$ cat config.mk
export PLATFORM = sky130hd
export DESIGN_NAME = unified_mem_arbiter
export DESIGN_NICKNAME = d
export VERILOG_FILES = /design/src/rtl/mem_arb_pkg.sv /design/src/rtl/unified_mem_arbiter_arb_pick.sv /design/src/rtl/unified_mem_arbiter.sv
export SDC_FILE = /design/constraint.sdc
export NUM_CORES = 1
export LEC_CHECK = 0
export CORE_AREA = 2 2 108 110
export CTS_CLUSTER_SIZE = 12
export DETAILED_ROUTE_END_ITERATION = 7
export DIE_AREA = 0 0 110 112
export PLACE_DENSITY = 0.57
export SYNTH_ARGS = -nofsm -noshare
export SYNTH_HDL_FRONTEND = slang
export SYNTH_HIERARCHICAL = 1
export SYNTH_SLANG_ARGS = --single-unit
export TNS_END_PERCENT = 20
$ cat constraint.sdc
create_clock -name clk -period 1.8 [get_ports clk]
set_input_delay 0.18 -clock clk [delete_from_list [all_inputs] [get_ports clk]]
set_output_delay 0.18 -clock clk [all_outputs]
set_load 0.02 [all_outputs]
$ cat src/rtl/mem_arb_pkg.sv
// Shared types for the unified I/D memory arbiter: FSM states and request owner.
package mem_arb_pkg;

    typedef enum logic [1:0] {
        ST_IDLE,
        ST_HOLD,
        ST_RESP
    } arb_state_t;

    typedef enum logic {
        OWN_I,
        OWN_D
    } owner_t;

endpackage

$ cat src/rtl/unified_mem_arbiter_arb_pick.sv
// Combinational winner select between fetch and data ports.
// ARB_ROUND_ROBIN_EN defined: contention alternates against rr_last; undefined: D always wins.
module arb_pick
    import mem_arb_pkg::*;
(
    input  logic   i_req,
    input  logic   d_req,
    input  owner_t rr_last,
    output owner_t winner,
    output logic   any
);

    assign any = i_req | d_req;

`ifdef ARB_ROUND_ROBIN_EN
    always_comb begin
        if (i_req && d_req) begin
            winner = (rr_last == OWN_I) ? OWN_D : OWN_I;
        end else if (d_req) begin
            winner = OWN_D;
        end else begin
            winner = OWN_I;
        end
    end
`else
    // Fixed priority has no use for the last-granted history.
    owner_t unused_rr_last;
    assign unused_rr_last = rr_last;
    assign winner         = d_req ? OWN_D : OWN_I;
`endif

endmodule

$ cat src/rtl/unified_mem_arbiter.sv
// Shares one single-ported memory between instruction fetch (I) and load/store (D) ports,
// with at most one read outstanding. Optional round-robin contention via ARB_ROUND_ROBIN_EN.
module unified_mem_arbiter
    import mem_arb_pkg::*;
#(
    parameter int AW = 32,
    parameter int DW = 32
) (
    input  logic            clk,
    input  logic            reset,
    input  logic            i_req,
    input  logic [AW-1:0]   i_addr,
    output logic            i_gnt,
    output logic            i_rvalid,
    output logic [DW-1:0]   i_rdata,
    input  logic            d_req,
    input  logic            d_we,
    input  logic [AW-1:0]   d_addr,
    input  logic [DW-1:0]   d_wdata,
    input  logic [DW/8-1:0] d_be,
    output logic            d_gnt,
    output logic            d_rvalid,
    output logic [DW-1:0]   d_rdata,
    output logic            mem_req,
    output logic            mem_we,
    output logic [AW-1:0]   mem_addr,
    output logic [DW-1:0]   mem_wdata,
    output logic [DW/8-1:0] mem_be,
    input  logic            mem_ready,
    input  logic            mem_rvalid,
    input  logic [DW-1:0]   mem_rdata,
    output logic            proto_err
);

    arb_state_t state_q, state_d;
    owner_t     owner_q, owner_d;
    owner_t     rr_last_q, rr_last_d;
    logic       proto_err_q, proto_err_d;

    owner_t winner;
    logic   any;
    owner_t sel;
    logic   issue;
    logic   accept;
    logic   sel_read;
    logic   resp;

    arb_pick u_arb_pick (
        .i_req   (i_req),
        .d_req   (d_req),
        .rr_last (rr_last_q),
        .winner  (winner),
        .any     (any)
    );

    // NOTE: every signal written here gets a default first so no latch is inferred.
    always_comb begin
        state_d     = state_q;
        owner_d     = owner_q;
        rr_last_d   = rr_last_q;
        proto_err_d = proto_err_q | (mem_rvalid && (state_q != ST_RESP));
        sel         = owner_q;
        issue       = 1'b0;

        // Holding reset low silences every output, whatever the inputs do.
        if (reset) begin
            case (state_q)
                ST_IDLE: begin
                    if (any) begin
                        sel     = winner;
                        issue   = 1'b1;
                        owner_d = winner;
                    end
                end
                ST_HOLD: begin
                    issue = 1'b1;
                end
                ST_RESP: ;
                default: state_d = ST_IDLE;
            endcase
        end

        sel_read = (sel == OWN_I) || !d_we;
        accept   = issue && mem_ready;
        resp     = reset && (state_q == ST_RESP) && mem_rvalid;

        if (issue) begin
            state_d = accept ? (sel_read ? ST_RESP : ST_IDLE) : ST_HOLD;
        end
        if (accept) begin
            rr_last_d = sel;
        end
        if (resp) begin
            state_d = ST_IDLE;
        end
    end

    always_comb begin
        mem_req   = issue;
        mem_we    = issue && (sel == OWN_D) && d_we;
        mem_addr  = '0;
        mem_wdata = '0;
        mem_be    = '0;
        if (issue) begin
            mem_addr  = (sel == OWN_D) ? d_addr : i_addr;
            mem_wdata = (sel == OWN_D) ? d_wdata : '0;
            mem_be    = ((sel == OWN_D) && d_we) ? d_be : '1;
        end

        i_gnt    = accept && (sel == OWN_I);
        d_gnt    = accept && (sel == OWN_D);
        i_rvalid = resp && (owner_q == OWN_I);
        d_rvalid = resp && (owner_q == OWN_D);
        i_rdata  = i_rvalid ? mem_rdata : '0;
        d_rdata  = d_rvalid ? mem_rdata : '0;
    end

    assign proto_err = proto_err_q;

    // NOTE: sequential state uses <= so every flop samples the same pre-edge values.
    always_ff @(posedge clk) begin
        if (!reset) begin
            state_q     <= ST_IDLE;
            owner_q     <= OWN_D;
            rr_last_q   <= OWN_I;
            proto_err_q <= 1'b0;
        end else begin
            state_q     <= state_d;
            owner_q     <= owner_d;
            rr_last_q   <= rr_last_d;
            proto_err_q <= proto_err_d;
        end
    end

endmodule

==> results.md <==
- Status: finished, violations left
- Failing checks: negative setup slack
- CTS tree: yes
- Worst path arrival time: 1880 ps
- Final hold violation count: 0
- Fin crit period: 2060 ps
- Critical path's most frequent cell: buf_12
- Clock sink count: 4
- Buf+Inv Stages, Crit Path: 4
- Min setup slack post-route: -264 ps
- Syn Inst Count: 261
- Worst-path clk slew: 30 ps
- Number of diodes: 0
- Routed Antenna Nets: 0
- Finish-stage setup viols: 39
- Net Count, Synth: 400
- Placed inst area: 4780 sq um
- Fraction of layout instances using a drive strength above 1: 33.3%
- Synthesized area per cell: 6.61 sq um
- Critical-path maximum fanout: 8
- Met3 routed WL: 1250 um
- GP Congestion: 0.757
- Initial Utilization: 15.4%
- LEAKAGE: 2.22 nW
- Worst min-delay path class: in -> reg
- Die Span X: 110 um
- Via count: 2,921
- FMAX: 484 MHz
- # DRC: 0
- First-pass GRT wire length: 14,900 um
- Largest net degree at the start of global routing: 34
- CP top delay family: buffers and inverters
- Yosys warns: 6
- Hold-fix buffers, CTS: 0
- Final instance area: 4490 sq um
- Initial DRC count: 111
- Crit path cell chain: and4bb_4 -> mux2i_4 -> buf_12 -> buf_12 -> buf_16 -> mux2i_1 -> buf_4
- Full die area: 12,300 sq um
- Chip height: 112 um
- Synthesized area: 1720 sq um
- H-tree levels: 1
- Post-Route Skew: 1.63 ps
- Boundary Pins: 278
- Initial antenna violation count: 0
- CP max-delay cell: and4bb_4
- Worst EP required: 1620 ps
- Total grt overflow: 0
- PortBufs: 277
- Startpoint types: register
- Slew @ Worst Pin: 232 ps
- Pwr/cell area: 372 nW/um^2
- Num CTS Buffers: 3
- DP HPWL: 8310 um
- VDD IR-drop max: 0.000206 V
- Area growth from synthesis to layout: 160%
- GRT Util Overall: 15.5%
- Crit share post-route: 115%
- Skew-Pair Late Insertion Delay: 220 ps
- Crit path kind: reg -> out
- WL met2: 5580 um
- Avg Vias per Cell: 4.25
- Met1 WL: 3540 um
- Routed WL: 10,500 um
- Highest metal used: met4
- Slew Viols, Final: 0
- Max-cap violations: 0
- Wire per inst: 15.3 um
- RSZ-0062 raised after global routing: yes
- Clock tree root buffer cell: clkbuf_16
- Clock tree buffer depth: 2
- Slew headroom: 84.2%
- Crit. End Element: primary output
- Fin nets: 685
- Vias in the first global route: 2,827
- Area of the core: 11,200 sq um
- Row cnt: 39
- CP max stage delay: 350 ps
- Drt pass-1 iters: 4
- DP Worst Slack: -864 ps
[stage by stage]
step	power, W	utilization (%)	std cells	setup TNS [ps]	hold slack [ps]
2_1_floorplan	0.000625	-	261	-2170	242
3_3_place_gp	0.00130	42.8	678	-76180	498
3_5_place_dp	0.00130	42.8	678	-77000	496
4_1_cts	0.00170	40.5	688	-7850	386
5_1_grt	0.00176	40.2	687	-12470	442
6_report	0.00167	40.2	687	-6710	388
[layout by cell type, fill, tap and decap left out, types with 2 or more instances in the layout]
cell               n
buf_2             87
clkdlybuf4s15_2    2
inv_1              6
dfxtp_1            4
buf_4             58
a21oi_1            4
nand3_1           65
nand2_1            5
buf_6              8
buf_12            10
and3b_1            2
clkdlybuf4s50_1  136
clkbuf_16          3
buf_16             2
and2_1            97
and3_4             2
mux2i_1           33
nor2_1             2
dlygate4sd2_1      3
[worst paths after layout]
check        startpoint            to  slack (ps)  cells after the start
max          state_q[0]  mem_addr[23]        -260                      7
min reg2reg   proto_err     proto_err         480                      2
min               reset       owner_q         390                      3
max reg2reg  state_q[0]    state_q[1]         450                      5
[worst min-delay path, cell delays in order]
cell	delay, ps
dlygate4sd2_1	210
buf_4	120
nand2_1	40
[flip-flops by register name, summed over array words and instances (netlist names)]
name       cells
proto_err      1
state_q        2
owner_q        1
[power breakdown]
| part | internal [W] | switching [W] |
|---|---|---|
| Sequential | 0.0000967 | 0.00000697 |
| Combinational | 0.000685 | 0.000539 |
| Clock | 0.000283 | 0.0000588 |
[routing by layer]
layer  up-vias  GRT usage, %
li1       1442             -
met2       177          31.0
met1      1291          15.1
met4         0          3.97
met5         -             0
met3        11          4.22
[area by class of cell]
cell class | instances | area [sq um]
fill | 1205 | 6690
multi-input combinational | 223 | 1490
sequential | 4 | 80.1
timing repair buffer | 308 | 2640
tap | 143 | 179
clock buffer | 3 | 75.1
inverter | 6 | 22.5
[repair_timing]
| action | CTS | global route |
|---|---|---|
| resized for setup | 582 | 21 |
| pin swaps | 3 | 0 |
| setup buffers | 3 | 0 |
| endpoints found under the setup margin | 137 | 112 |
| cloned | 4 | 0 |
(Power assumes the default switching activity.)
